File: config.mk
export PLATFORM = sky130hd
export DESIGN_NAME = trng_ctrl
export DESIGN_NICKNAME = d
export VERILOG_FILES = /design/src/rtl/trng_ctrl.sv
export SDC_FILE = /design/constraint.sdc
export NUM_CORES = 1
export LEC_CHECK = 0
export CAP_MARGIN = 20
export CELL_PAD_IN_SITES_DETAIL_PLACEMENT = 0
export CELL_PAD_IN_SITES_GLOBAL_PLACEMENT = 1
export CORE_UTILIZATION = 43
export DETAILED_ROUTE_END_ITERATION = 10
export GPL_TIMING_DRIVEN = 0
export PLACE_DENSITY = 0.88
export SLEW_MARGIN = 0
export SYNTH_ARGS = -nofsm -noshare
export SYNTH_HDL_FRONTEND = slang
export SYNTH_SLANG_ARGS = --single-unit
File: constraint.sdc
create_clock -name clk -period 2.15 [get_ports clk]
set_clock_uncertainty 0.1 [all_clocks]
set_input_delay 0.43 -clock clk [delete_from_list [all_inputs] [get_ports clk]]
set_output_delay 0.43 -clock clk [all_outputs]
set_load 0.005 [all_outputs]
File: src/rtl/trng_ctrl.sv
// trng_ctrl
//   Sequencing controller for the ring-oscillator TRNG array. It powers the
//   oscillators and waits out a fixed warm-up time. It then samples the raw
//   oscillator bit at a programmable rate and packs the samples into
//   WIDTH-bit words. Each finished word is offered over a valid/ready
//   handshake. A repetition-count health test shuts the oscillators down and
//   raises a sticky fault when the raw stream gets stuck.
//
// Ports
//   clk         system / sampling clock (only clock)
//   reset       synchronous, active-high reset
//   enable_i    software enable, level-sensitive
//   trng_en_o   registered power enable to the oscillator array
//   trng_out_i  raw TRNG bit, asynchronous to clk
//   data_o      output word (first sample of a word lands in the MSB)
//   valid_o     data_o holds an unconsumed word
//   ready_i     consumer accepts the word
//   error_o     health-test fault, sticky until enable_i drops

module trng_ctrl #(
  parameter int WIDTH         = 32,
  parameter int WARMUP_CYCLES = 256,
  parameter int SAMPLE_DIV    = 4,
  parameter int REP_LIMIT     = 32
) (
  input  logic             clk,
  input  logic             reset,
  input  logic             enable_i,
  output logic             trng_en_o,
  input  logic             trng_out_i,
  output logic [WIDTH-1:0] data_o,
  output logic             valid_o,
  input  logic             ready_i,
  output logic             error_o
);

  localparam int WARM_W = (WARMUP_CYCLES > 1) ? $clog2(WARMUP_CYCLES) : 1;
  localparam int DIV_W  = (SAMPLE_DIV > 1) ? $clog2(SAMPLE_DIV) : 1;
  localparam int BIT_W  = $clog2(WIDTH);
  localparam int REP_W  = $clog2(REP_LIMIT + 1);

  localparam logic [WARM_W-1:0] WARM_LAST = WARM_W'(WARMUP_CYCLES - 1);
  localparam logic [DIV_W-1:0]  DIV_LAST  = DIV_W'(SAMPLE_DIV - 1);
  localparam logic [BIT_W-1:0]  BIT_LAST  = BIT_W'(WIDTH - 1);
  localparam logic [REP_W-1:0]  REP_MAX   = REP_W'(REP_LIMIT);

  typedef enum logic [2:0] {
    ST_IDLE,
    ST_WARMUP,
    ST_COLLECT,
    ST_HOLD,
    ST_FAULT
  } state_t;

  state_t             state_q, state_d;
  logic               sync1_q, sync1_d;
  logic               sync2_q, sync2_d;
  logic [WARM_W-1:0]  warm_cnt_q, warm_cnt_d;
  logic [DIV_W-1:0]   div_cnt_q, div_cnt_d;
  logic [BIT_W-1:0]   bit_cnt_q, bit_cnt_d;
  logic [REP_W-1:0]   rep_q, rep_d;
  logic               prev_q, prev_d;
  logic               full_q, full_d;
  logic [WIDTH-1:0]   shreg_q, shreg_d;
  logic [WIDTH-1:0]   data_q, data_d;
  logic               valid_q, valid_d;
  logic               trng_en_q, trng_en_d;
  logic               error_q, error_d;
  logic               hold_now;

  // full_q marks the cycle after a word's last strobe. The word is handed to
  // data_o (or parked in HOLD) on that cycle. rep_q == 0 means "no previous
  // sample yet", so the first strobe after warm-up starts the run at 1.
  always_comb begin
    state_d    = state_q;
    sync1_d    = trng_out_i;
    sync2_d    = sync1_q;
    warm_cnt_d = warm_cnt_q;
    div_cnt_d  = div_cnt_q;
    bit_cnt_d  = bit_cnt_q;
    rep_d      = rep_q;
    prev_d     = prev_q;
    full_d     = full_q;
    shreg_d    = shreg_q;
    data_d     = data_q;
    valid_d    = valid_q;
    trng_en_d  = trng_en_q;
    error_d    = error_q;
    hold_now   = 1'b0;

    if (!enable_i && (state_q == ST_WARMUP || state_q == ST_COLLECT ||
                      state_q == ST_HOLD)) begin
      // Dropping the enable discards everything, including a pending word.
      state_d    = ST_IDLE;
      trng_en_d  = 1'b0;
      valid_d    = 1'b0;
      warm_cnt_d = '0;
      div_cnt_d  = '0;
      bit_cnt_d  = '0;
      rep_d      = '0;
      prev_d     = 1'b0;
      full_d     = 1'b0;
      shreg_d    = '0;
    end else begin
      case (state_q)
        ST_IDLE: begin
          if (enable_i) begin
            state_d    = ST_WARMUP;
            trng_en_d  = 1'b1;
            warm_cnt_d = '0;
          end
        end

        ST_WARMUP: begin
          if (warm_cnt_q == WARM_LAST) begin
            state_d    = ST_COLLECT;
            warm_cnt_d = '0;
            div_cnt_d  = '0;
            bit_cnt_d  = '0;
            rep_d      = '0;
            full_d     = 1'b0;
            shreg_d    = '0;
          end else begin
            warm_cnt_d = warm_cnt_q + WARM_W'(1);
          end
        end

        ST_COLLECT: begin
          if (rep_q == REP_MAX) begin
            // The fault outranks a word finished on the same strobe.
            state_d   = ST_FAULT;
            trng_en_d = 1'b0;
            valid_d   = 1'b0;
            error_d   = 1'b1;
            div_cnt_d = '0;
            bit_cnt_d = '0;
            rep_d     = '0;
            prev_d    = 1'b0;
            full_d    = 1'b0;
            shreg_d   = '0;
          end else begin
            if (valid_q && ready_i) begin
              valid_d = 1'b0;
            end
            if (full_q) begin
              full_d = 1'b0;
              if (!valid_q || ready_i) begin
                data_d  = shreg_q;
                valid_d = 1'b1;
              end else begin
                state_d  = ST_HOLD;
                hold_now = 1'b1;
              end
            end
            // Sampling stops on the very cycle HOLD is entered so the parked
            // word in shreg is not disturbed (matters when SAMPLE_DIV is 1).
            if (!hold_now) begin
              if (div_cnt_q == DIV_LAST) begin
                div_cnt_d = '0;
                shreg_d   = {shreg_q[WIDTH-2:0], sync2_q};
                prev_d    = sync2_q;
                if (rep_q != '0 && sync2_q == prev_q) begin
                  rep_d = rep_q + REP_W'(1);
                end else begin
                  rep_d = REP_W'(1);
                end
                if (bit_cnt_q == BIT_LAST) begin
                  bit_cnt_d = '0;
                  full_d    = 1'b1;
                end else begin
                  bit_cnt_d = bit_cnt_q + BIT_W'(1);
                end
              end else begin
                div_cnt_d = div_cnt_q + DIV_W'(1);
              end
            end
          end
        end

        ST_HOLD: begin
          // valid_o is always set here, so ready_i alone means a transfer.
          if (ready_i) begin
            data_d    = shreg_q;
            state_d   = ST_COLLECT;
            div_cnt_d = '0;
          end
        end

        ST_FAULT: begin
          if (!enable_i) begin
            state_d = ST_IDLE;
            error_d = 1'b0;
          end
        end

        default: begin
          state_d = ST_IDLE;
        end
      endcase
    end
  end

  // State and datapath registers.
  always_ff @(posedge clk) begin
    if (reset) begin
      state_q    <= ST_IDLE;
      sync1_q    <= 1'b0;
      sync2_q    <= 1'b0;
      warm_cnt_q <= '0;
      div_cnt_q  <= '0;
      bit_cnt_q  <= '0;
      rep_q      <= '0;
      prev_q     <= 1'b0;
      full_q     <= 1'b0;
      shreg_q    <= '0;
      data_q     <= '0;
      valid_q    <= 1'b0;
      trng_en_q  <= 1'b0;
      error_q    <= 1'b0;
    end else begin
      state_q    <= state_d;
      sync1_q    <= sync1_d;
      sync2_q    <= sync2_d;
      warm_cnt_q <= warm_cnt_d;
      div_cnt_q  <= div_cnt_d;
      bit_cnt_q  <= bit_cnt_d;
      rep_q      <= rep_d;
      prev_q     <= prev_d;
      full_q     <= full_d;
      shreg_q    <= shreg_d;
      data_q     <= data_d;
      valid_q    <= valid_d;
      trng_en_q  <= trng_en_d;
      error_q    <= error_d;
    end
  end

  assign trng_en_o = trng_en_q;
  assign data_o    = data_q;
  assign valid_o   = valid_q;
  assign error_o   = error_q;

endmodule

==> results of run 1 <==
==> through the flow <==
stage	instance area [sq um]	setup TNS [ps]
after CTS	4770	0
final	4980	0
after detailed placement	4540	-22370
after global placement	4540	-20720
after global routing	4980	-198
after floorplan	4010	0
==> synthesized netlist by cell type (2+ instances only) <==
library cell / number / area, sq um
a21oi_1: 15 / 75.1
a22oi_1: 4 / 30.0
a31oi_1: 3 / 18.8
a32o_1: 3 / 30.0
and2_1: 3 / 18.8
and3_1: 7 / 43.8
buf_1: 2 / 7.51
buf_12: 3 / 60.1
buf_2: 12 / 60.1
buf_4: 4 / 30.0
clkbuf_1: 10 / 37.5
dfxtp_1: 95 / 1900
ha_1: 6 / 75.1
inv_1: 4 / 15.0
mux2_2: 2 / 22.5
mux2i_1: 34 / 340
nand2_1: 51 / 191
nand3_1: 78 / 390
nand3b_1: 3 / 22.5
nand4_1: 2 / 12.5
nor2_1: 53 / 199
nor2b_1: 4 / 25.0
nor3_1: 6 / 30.0
nor3b_1: 3 / 22.5
o21ai_0: 14 / 70.1
o21ai_1: 2 / 10.0
or3_1: 3 / 18.8
or3b_1: 2 / 17.5
or4_1: 2 / 15.0
==> layout make-up <==
class	count	area (sq um)	share of cell area, %
repair buffers	50	523	10.5
clock buffers	10	138	2.76
clock inverters	6	68.8	1.38
flip-flops and latches	95	1910	38.4
inverters	4	15.0	0.301
well taps	108	135	2.71
multi-input cells	321	1940	39.0
plain buffers	31	249	5.00
==> registers in the layout, summed over array words and instances (netlist names) <==
name        cells
data_o         32
rep_q           6
shreg_q        32
valid_o         1
bit_cnt_q       5
sync2_q         1
state_q         3
sync1_q         1
full_q          1
trng_en_o       1
prev_q          1
div_cnt_q       2
warm_cnt_q      8
error_o         1
==> layer usage <==
| layer | vias to the layer above | track usage, % |
|---|---|---|
| li1 | 1706 | - |
| met2 | 65 | 28.0 |
| met1 | 1587 | 24.6 |
| met3 | 5 | 5.39 |
| met4 | 0 | 4.48 |
| met5 | - | 0 |
==> critical path, cell delays in order, from the launching register on <==
cell,delay [ps]
dfxtp_1,410
ha_1,230
nand3_2,170
o31ai_1,690
a31oi_1,60
o21ai_0,180
a21oi_1,80
==> path summary, 6_finish.rpt <==
check / slack, ps / depth (start not counted) / end / from
max: 70 / 6 / warm_cnt_q[7]$_SDFFE_PP0P_ / warm_cnt_q[0]$_SDFFE_PP0P_
min reg2reg: 340 / 1 / sync2_q$_SDFF_PP0_ / sync1_q$_SDFF_PP0_
max reg2reg: 70 / 6 / warm_cnt_q[7]$_SDFFE_PP0P_ / warm_cnt_q[0]$_SDFFE_PP0P_
min: 340 / 1 / sync2_q$_SDFF_PP0_ / sync1_q$_SDFF_PP0_
==> cell families (layout without fill, tap and decap cells) <==
logic type               Yosys count  count (layout)
flip-flops                        95              95
buffers and inverters             36             101
XOR/XNOR                           1               1
adder cells (fa/ha/maj)            6               6
AND/OR/NAND/NOR                  225             225
AO/OA/AOI/OAI                     53              53
multiplexers                      36              36
==> power by group through the flow <==
stage	combinational (mW)	sequential, mW	clock, mW
4_1_cts	0.130	1.77	1.24
6_report	0.135	1.77	1.22
3_5_place_dp	0.127	1.81	0
2_1_floorplan	0.0843	1.81	0
3_3_place_gp	0.126	1.81	0
5_1_grt	0.149	1.77	1.33
==> what timing repair did <==
| item | 4_1_cts | 5_1_grt |
|---|---|---|
| endpoints found under the setup margin | 71 | 82 |
| gates resized for setup | 5 | 37 |
| cloned | 0 | 4 |
| pin swaps | 0 | 3 |
| hold buffers | 0 | 0 |
| buffers inserted | 1 | 6 |
==> flow_summary.yaml, run 1 <==
detailed_routing:
  dr.max_layer_used: "met4"
  vias_per_cell: 5.38
  drt_iter0_drc: 158
  wirelength_um: 8700
  wl_met2_um: 4040
  post-route-drc-count: 0
  via_count: 3363
  wl_per_cell_um: 13.9
  antenna_left: 0
  firstDrtPassIters: 4
  wl_met3_um: 301
  wl_met1_um: 4280
sta:
  worst_pin_slew_ps: 793
  rsz0062_at_grt: "true"
  finalCritPeriodShare_pct: 96.6
  max_freq_mhz: 481
  setup_ws_ps: 72.9
  holdWs_ps: 342
  maxSlewHeadroom_pct: 46.7
  period_needed_ps: 2080
  slew_viol_final: 0
  finalSetupViolCount: 0
  report.final.hold_viol_count: 0
floorplan:
  io_pins: 40
  die_x_um: 98.6
  design.core.area_sq_mm: 0.00889
  start_util_pct: 45.1
  die_h_um: 98.6
  std_cell_rows: 34
  die_area_sq_mm: 0.00972
synthesis:
  ys.warnings.count: 0
  synth-xor-area-share_pct: 0.218
  synth-seq-cells: 95
  async_flop_share_pct: 0
  synthesis.area_sq_mm: 0.00401
  synth_top_family_by_area: "simple AND/OR/NAND/NOR gates"
  synth_cell_type_count: 51
  synth_edf_count: 0
  synthSimpleGateAreaFrac_pct: 27.5
  synth_ff_type: "dfxtp_1"
  synth_mux_area_share_pct: 9.04
  synth_nets: 463
  syn-instance-count: 452
  synth_compound_area_share_pct: 8.51
  syn-mean-instance-area_sq_um: 8.88
  synth-adder-area-share_pct: 1.87
  synth.yosys.seq_area_share_pct: 47.4
power:
  switchingPower_uw: 737
  clockPowerShare_pct: 39.0
  ir_drop_v: 0.000355
  pwr-share-seq_pct: 56.7
  pwr-share-comb_pct: 4.3
  p_total_mw: 3.12
  power.internal_mw: 2.38
  p_per_area_mw_per_mm2: 626
  leakagePower_nw: 2.25
  swShare_pct: 23.6
clock_network:
  path_clk_slew_ps: 100
  clock-sinks: 95
  clock_path_buffers: 2
  tritoncts: "yes"
  cts_buffers: 9
  h-tree-depth: 3
  clock-root-buffer: "clkbuf_8"
  clk_latency_ps: 370
job:
  max_cap_violations: 0
final_layout:
  area_delta_synth_final_pct: 24.1
  layout-drive-gt1-share_pct: 14.5
  final_util_pct: 56.0
  fillers: 836
  instances_no_fill: 625
  layout.nets: 523
  final_cell_mix: "dfxtp_1 (91), nand3_1 (77), nor2_1 (53), nand2_1 (51), clkdlybuf4s50_1 (39)"
  num_antenna_cells: 0
  layout_commonest_cell: "dfxtp_1"
worst_hold_path:
  holdCritPathClass: "reg2reg"
placed_design:
  pre_cts_ws_ps: -431
  port-buffer-count: 39
  hpwl_um: 5650
  place.gp.congestion: 0.840
  place_inst: 599
worst_setup_path:
  worstPathArrival_ps: 2200
  crit_required_ps: 2280
  crit_type: "reg2reg"
  startpoint_type: "register"
  endpoint_kind: "register"
  crit_fanout: 7
global_route:
  track_usage_pct: 18.0
  grt_overflow: 0
  grt_pass1_wl_um: 14200
  grt_max_degree: 17
  grt_pass1_vias: 3001
  antenna_found_initial: 0
outcome:
  status: "finished clean"
Power figures use the tool's default switching activity.
==> run 2: changes to the inputs <==
--- a/config.mk
+++ b/config.mk
@@ -8,10 +8,10 @@
 export CAP_MARGIN = 20
 export CELL_PAD_IN_SITES_DETAIL_PLACEMENT = 0
 export CELL_PAD_IN_SITES_GLOBAL_PLACEMENT = 1
-export CORE_UTILIZATION = 43
+export CORE_UTILIZATION = 46
 export DETAILED_ROUTE_END_ITERATION = 10
 export GPL_TIMING_DRIVEN = 0
-export PLACE_DENSITY = 0.88
+export PLACE_DENSITY = 0.92
 export SLEW_MARGIN = 0
 export SYNTH_ARGS = -nofsm -noshare
 export SYNTH_HDL_FRONTEND = slang
==> constraint.sdc (replaced) <==
create_clock -name clk -period 2.4 [get_ports clk]
set_clock_uncertainty 0.1 [all_clocks]
set_input_delay 0.48 -clock clk [delete_from_list [all_inputs] [get_ports clk]]
set_output_delay 0.48 -clock clk [all_outputs]
set_load 0.005 [all_outputs]
==> run 2 against run 1 <==
Effect of this change: power down 11%; global-route usage up 1.5 points; die area decreased by 6.4%; count of clock-buffer cells in the layout increased by 1; critical endpoint is now data_o[5]$_SDFFE_PP0P_; hold slack better by 4.1 ps; non-clock buffer count decreased by 10; utilization grew 0.88 points; largest cell class is now sequential cells; cell count decreased by 2.1%; setup slack improved by 93 ps.
==> flow_summary.yaml, run 2 (synthesized netlist as in run 1, its figures left out) <==
detailed_routing:
  post-route-drc-count: 0
  drt_iter0_drc: 170
  via_count: 3331
  wl_per_cell_um: 13.4
  antenna_left: 0
  firstDrtPassIters: 4
  vias_per_cell: 5.44
  wirelength_um: 8210
worst_setup_path:
  crit_buf_inv: 4
  worstPathArrival_ps: 2370
  crit_fanout: 10
  cp_top_family: "simple AND/OR/NAND/NOR gates"
  r2r-end: "data_o[5]$_SDFFE_PP0P_"
  endpoint_kind: "register"
  r2r-start: "rep_q[0]$_SDFFE_PP0P_"
  path_cells: "inv_1, ha_1, nor4b_4, and2_0, buf_4, a211o_1, buf_6, buf_12, mux2i_1, nor2_1"
  critPathMaxStageDelay_ps: 360
  cpMaxStageDelayCell: "dfxtp_1"
  startpoint: "rep_q[0]$_SDFFE_PP0P_"
  crit_type: "reg2reg"
  startpoint_type: "register"
  ff2ff_setup_slack_ps: 170
  ff2ff_path_depth: 10
  crit_required_ps: 2540
power:
  pwr-share-comb_pct: 4.1
  leakagePower_nw: 2.14
  clockPowerShare_pct: 38.9
  power.internal_mw: 2.14
  swShare_pct: 23.2
  p_per_area_mw_per_mm2: 587
  switchingPower_uw: 646
  ir_drop_v: 0.000384
  pwr-share-seq_pct: 57.0
clock_network:
  postCtsHoldBufs: 0
  clock-root-buffer: "clkbuf_8"
  clock_path_buffers: 2
  cts_buffers: 9
  clk_latency_ps: 350
  path_clk_slew_ps: 90
  clock-sinks: 95
  tritoncts: "yes"
  h-tree-depth: 3
final_layout:
  multiInputGateArea_sq_mm: 0.00189
  area_delta_synth_final_pct: 18.3
  layout-drive-gt1-share_pct: 9.27
  final_util_pct: 56.9
  fillers: 750
  instances_no_fill: 612
  layout.nets: 513
  final_cell_mix: "dfxtp_1 (95), nand3_1 (78), nor2_1 (53), nand2_1 (51), clkdlybuf4s50_1 (39)"
  seqCellArea_sq_mm: 0.00190
  num_antenna_cells: 0
  layout_commonest_cell: "dfxtp_1"
placed_design:
  port-buffer-count: 39
  hpwl_um: 5750
  pre_cts_ws_ps: -223
  place.gp.congestion: 0.829
  place_inst: 596
global_route:
  grt_pass1_vias: 3005
  antenna_found_initial: 0
  grt_max_degree: 17
  track_usage_pct: 19.5
  grt_pass1_wl_um: 13900
  grt_overflow: 0
sta:
  report.final.hold_viol_count: 0
  setup_ws_ps: 166
  rsz0062_at_grt: "false"
  finalCritPeriodShare_pct: 93.1
  worst_pin_slew_ps: 826
  period_needed_ps: 2230
  slew_viol_final: 0
  finalSetupViolCount: 0
  max_freq_mhz: 448
  maxSlewHeadroom_pct: 43.5
floorplan:
  std_cell_rows: 33
  die_h_um: 95.4
  die_x_um: 95.4
  design.core.area_sq_mm: 0.00834
  start_util_pct: 48.1
  io_pins: 40
  die_area_sq_mm: 0.00910
worst_hold_path:
  hp-start: "sync1_q$_SDFF_PP0_"
  hold_path_depth: 1
  holdCritPathClass: "reg2reg"
  hold_path_end: "sync2_q$_SDFF_PP0_"
job:
  max_cap_violations: 0
outcome:
  status: "finished clean"
run 2: routing by layer:
layer,GRT usage [%],vias up,part of all wire [%]
met3,4.23,9,4.8
met5,0,-,0
met1,25.0,1544,47
li1,-,1683,-
met2,32.1,95,47
met4,7.34,0,1.3
run 2: how the worst max path moves through the flow:
| stage | end | slack, ps | depth (start not counted) |
|---|---|---|---|
| floorplan | data_o[10]$_SDFFE_PP0P_ | 410 | 10 |
| global placement | bit_cnt_q[1]$_SDFFE_PP0P_ | -190 | 6 |
| detailed placement | shreg_q[31]$_SDFFE_PP0P_ | -220 | 6 |
| CTS | shreg_q[26]$_SDFFE_PP0P_ | 100 | 6 |
| global route | data_o[14]$_SDFFE_PP0P_ | 30 | 10 |
| finish | data_o[5]$_SDFFE_PP0P_ | 170 | 10 |
run 2: what timing repair did:
item | in CTS | in global routing
gates resized for setup | 0 | 3
setup endpoints to repair | 0 | 30
buffers inserted | 0 | 0
run 2: worst register-to-register path: stages (launching register included):
cell     delay, ps
dfxtp_1        360
inv_1           80
ha_1           160
nor4b_4        360
and2_0         180
buf_4          150
a211o_1        140
buf_6          160
buf_12         160
mux2i_1        210
nor2_1          50
run 2: metrics by stage:
stage,TNS (ps),total power [mW],instance area [sq um],hold slack [ps]
6_report,0,2.79,4750,346
3_3_place_gp,-6770,1.74,4540,317
3_5_place_dp,-8220,1.74,4540,333
2_1_floorplan,0,1.70,4010,314
4_1_cts,0,2.81,4740,357
5_1_grt,0,2.89,4750,382
run 2: area by class of cell:
| cell class | instances | area share [%] |
|---|---|---|
| buffer | 32 | 4.38 |
| clock buffer | 11 | 2.98 |
| timing repair buffer | 39 | 8.22 |
| multi-input combinational | 321 | 39.9 |
| tap | 105 | 2.77 |
| clock inverter | 5 | 1.37 |
| inverter | 4 | 0.316 |
| sequential | 95 | 40.1 |
run 2: power by group through the flow:
stage	Sequential, mW	Combinational, mW	Clock [mW]
after floorplan	1.62	0.0755	0
after global placement	1.62	0.112	0
after detailed placement	1.62	0.113	0
after CTS	1.59	0.114	1.11
after global routing	1.59	0.128	1.17
final	1.59	0.114	1.08
==> run 3: changes to the inputs <==
--- a/config.mk
+++ b/config.mk
@@ -5,13 +5,15 @@
 export SDC_FILE = /design/constraint.sdc
 export NUM_CORES = 1
 export LEC_CHECK = 0
+export ABC_AREA = 1
 export CAP_MARGIN = 20
 export CELL_PAD_IN_SITES_DETAIL_PLACEMENT = 0
 export CELL_PAD_IN_SITES_GLOBAL_PLACEMENT = 1
-export CORE_UTILIZATION = 46
+export CORE_UTILIZATION = 44
 export DETAILED_ROUTE_END_ITERATION = 10
 export GPL_TIMING_DRIVEN = 0
-export PLACE_DENSITY = 0.92
+export PLACE_DENSITY = 0.94
+export SKIP_CTS_REPAIR_TIMING = 1
 export SLEW_MARGIN = 0
 export SYNTH_ARGS = -nofsm -noshare
 export SYNTH_HDL_FRONTEND = slang
==> run 3 against run 2 <==
Effect of this change: count of clock-buffer cells in the layout shrank 1; die area grew 13%; maximum frequency grew 1.1%; non-clock buffer count shrank 4; sequential share of layout area shrank 2.8 points; utilization shrank 2.8 points; power grew 87%; first-iteration DRC count shrank 14%; sequential cell count is the same; largest cell class is now multi-input combinational cells; largest power group unchanged.
==> flow_summary.yaml, run 3 <==
outcome:
  status: "finished clean"
final_layout:
  layout.nets: 711
  final_cell_mix: "nand2_1 (206), nor2_1 (129), dfxtp_1 (95), inv_1 (63), a21oi_1 (54)"
  area_delta_synth_final_pct: 17.2
  num_antenna_cells: 0
  fin_area_sq_mm: 0.00510
  fillers: 989
  seqCellArea_sq_mm: 0.00190
  layout-drive-gt1-share_pct: 7.66
  final_util_pct: 54.1
  layout_commonest_cell: "nand2_1"
  multiInputGateArea_sq_mm: 0.00201
  instances_no_fill: 834
floorplan:
  die_area_sq_mm: 0.0103
  die_x_um: 101
  start_util_pct: 46.2
  die_h_um: 101
  std_cell_rows: 35
  design.core.area_sq_mm: 0.00942
  io_pins: 40
detailed_routing:
  wl_per_cell_um: 11.3
  drt_iter0_drc: 146
  antenna_left: 0
  wirelength_um: 9440
  firstDrtPassIters: 5
  post-route-drc-count: 0
  vias_per_cell: 4.66
  via_count: 3890
global_route:
  grt_pass1_wl_um: 15500
  antenna_found_initial: 0
  grt_overflow: 0
  grt_pass1_vias: 3466
  grt_max_degree: 17
  track_usage_pct: 19.3
clock_network:
  clock-root-buffer: "clkbuf_8"
  h-tree-depth: 3
  clk_latency_ps: 370
  tritoncts: "yes"
  clock-sinks: 95
  clock_path_buffers: 2
  cts_buffers: 9
  path_clk_slew_ps: 90
power:
  ir_drop_v: 0.000469
  p_total_mw: 5.20
  leakagePower_nw: 2.13
  p_per_area_mw_per_mm2: 1020
sta:
  setup_tns_ps: 0
  holdWs_ps: 307
  slew_viol_final: 0
  period_needed_ps: 2210
  finalSetupViolCount: 0
  rsz0062_at_grt: "false"
  report.final.hold_viol_count: 0
  maxSlewHeadroom_pct: 51.4
  worst_pin_slew_ps: 727
  finalCritPeriodShare_pct: 92.1
  setup_ws_ps: 191
  max_freq_mhz: 453
worst_setup_path:
  startpoint_type: "register"
  worstPathArrival_ps: 2370
  crit_required_ps: 2560
  crit_buf_inv: 2
  critPathMaxStageDelay_ps: 600
  crit_fanout: 10
  endpoint_kind: "register"
  crit_type: "reg2reg"
  cpMaxStageDelayCell: "nor3_4"
  path_cells: "inv_1, ha_1, nand3_4, nor2_4, nor3_4, buf_6, nand2_1, nand2_1, nor2_1"
  cp_top_family: "simple AND/OR/NAND/NOR gates"
  cpMostUsedCell: "nand2_1"
synthesis:
  synth_common_cells: "nand2_1 (206), nor2_1 (129), dfxtp_1 (95)"
  ys.warnings.count: 0
  syn-instance-count: 650
  yosys-top-cells-area: "dfxtp_1 (44%), nand2_1 (18%), nor2_1 (11%), a21oi_1 (6.2%), inv_1 (5.4%)"
  synth_top_cell_by_area: "dfxtp_1"
  yosysMostFrequentCell: "nand2_1"
  synth_top_area_share_pct: 43.7
  synth_ff_type: "dfxtp_1"
  async_flop_share_pct: 0
  synth-seq-cells: 95
  synth_nets: 661
  synth_cell_type_count: 31
  synthesis.area_sq_mm: 0.00435
  synth_edf_count: 0
  syn-mean-instance-area_sq_um: 6.69
  synth.yosys.seq_area_share_pct: 43.7
worst_hold_path:
  holdCritPathClass: "reg2reg"
placed_design:
  place.gp.congestion: 0.839
  pre_cts_ws_ps: -241
  port-buffer-count: 39
  hpwl_um: 6910
  post_dp_cell_area_sq_mm: 0.00490
  place_inst: 818
job:
  max_cap_violations: 0
run 3: kinds of logic (layout without fill, tap and decap cells):
group / count (synthesis) / in the layout / share of synthesized area [%]
AND/OR/NAND/NOR: 384 / 384 / 36.1
flip-flops: 95 / 95 / 43.7
buffers and inverters: 95 / 150 / 10.0
AO/OA/AOI/OAI: 67 / 67 / 7.85
adder cells (fa/ha/maj): 6 / 6 / 1.73
XOR/XNOR: 3 / 3 / 0.604
run 3: metal layers:
metal / vias up / GRT usage, % / wire length, um / share of wire [%]
li1: 2090 / - / - / -
met1: 1733 / 24.9 / 4640 / 49
met2: 57 / 32.0 / 4370 / 46
met3: 10 / 3.66 / 300 / 3.2
met4: 0 / 7.13 / 131 / 1.4
met5: - / 0 / 0 / 0
run 3: final timing paths:
kind                               from  slack [ps]                       to  depth (start not counted)
setup / recovery  rep_q[0]$_SDFFE_PP0P_         190  data_o[28]$_SDFFE_PP0P_                          9
hold / removal       sync1_q$_SDFF_PP0_         310       sync2_q$_SDFF_PP0_                          2
hold reg to reg      sync1_q$_SDFF_PP0_         310       sync2_q$_SDFF_PP0_                          2
setup reg to reg  rep_q[0]$_SDFFE_PP0P_         190  data_o[28]$_SDFFE_PP0P_                          9
run 3: final cells by class:
type	count	share of cell area, %
Multi-Input combinational cell	460	39.5
Clock buffer	10	2.50
Clock inverter	6	1.35
Timing Repair Buffer	39	7.66
Tap cell	129	3.17
Buffer	28	3.61
Sequential cell	95	37.3
Inverter	67	4.93
run 3: worst reg2reg max path: stages (launching register included):
cell and delay [ps]:
dfxtp_1 420, inv_1 110, ha_1 270, nand3_4 160
nor2_4 60, nor3_4 600, buf_6 230, nand2_1 60
nand2_1 60, nor2_1 40
run 3: power breakdown:
part | internal, mW | switching, mW
Clock | 0.485 | 0.577
Combinational | 0.881 | 1.11
Sequential | 1.96 | 0.193
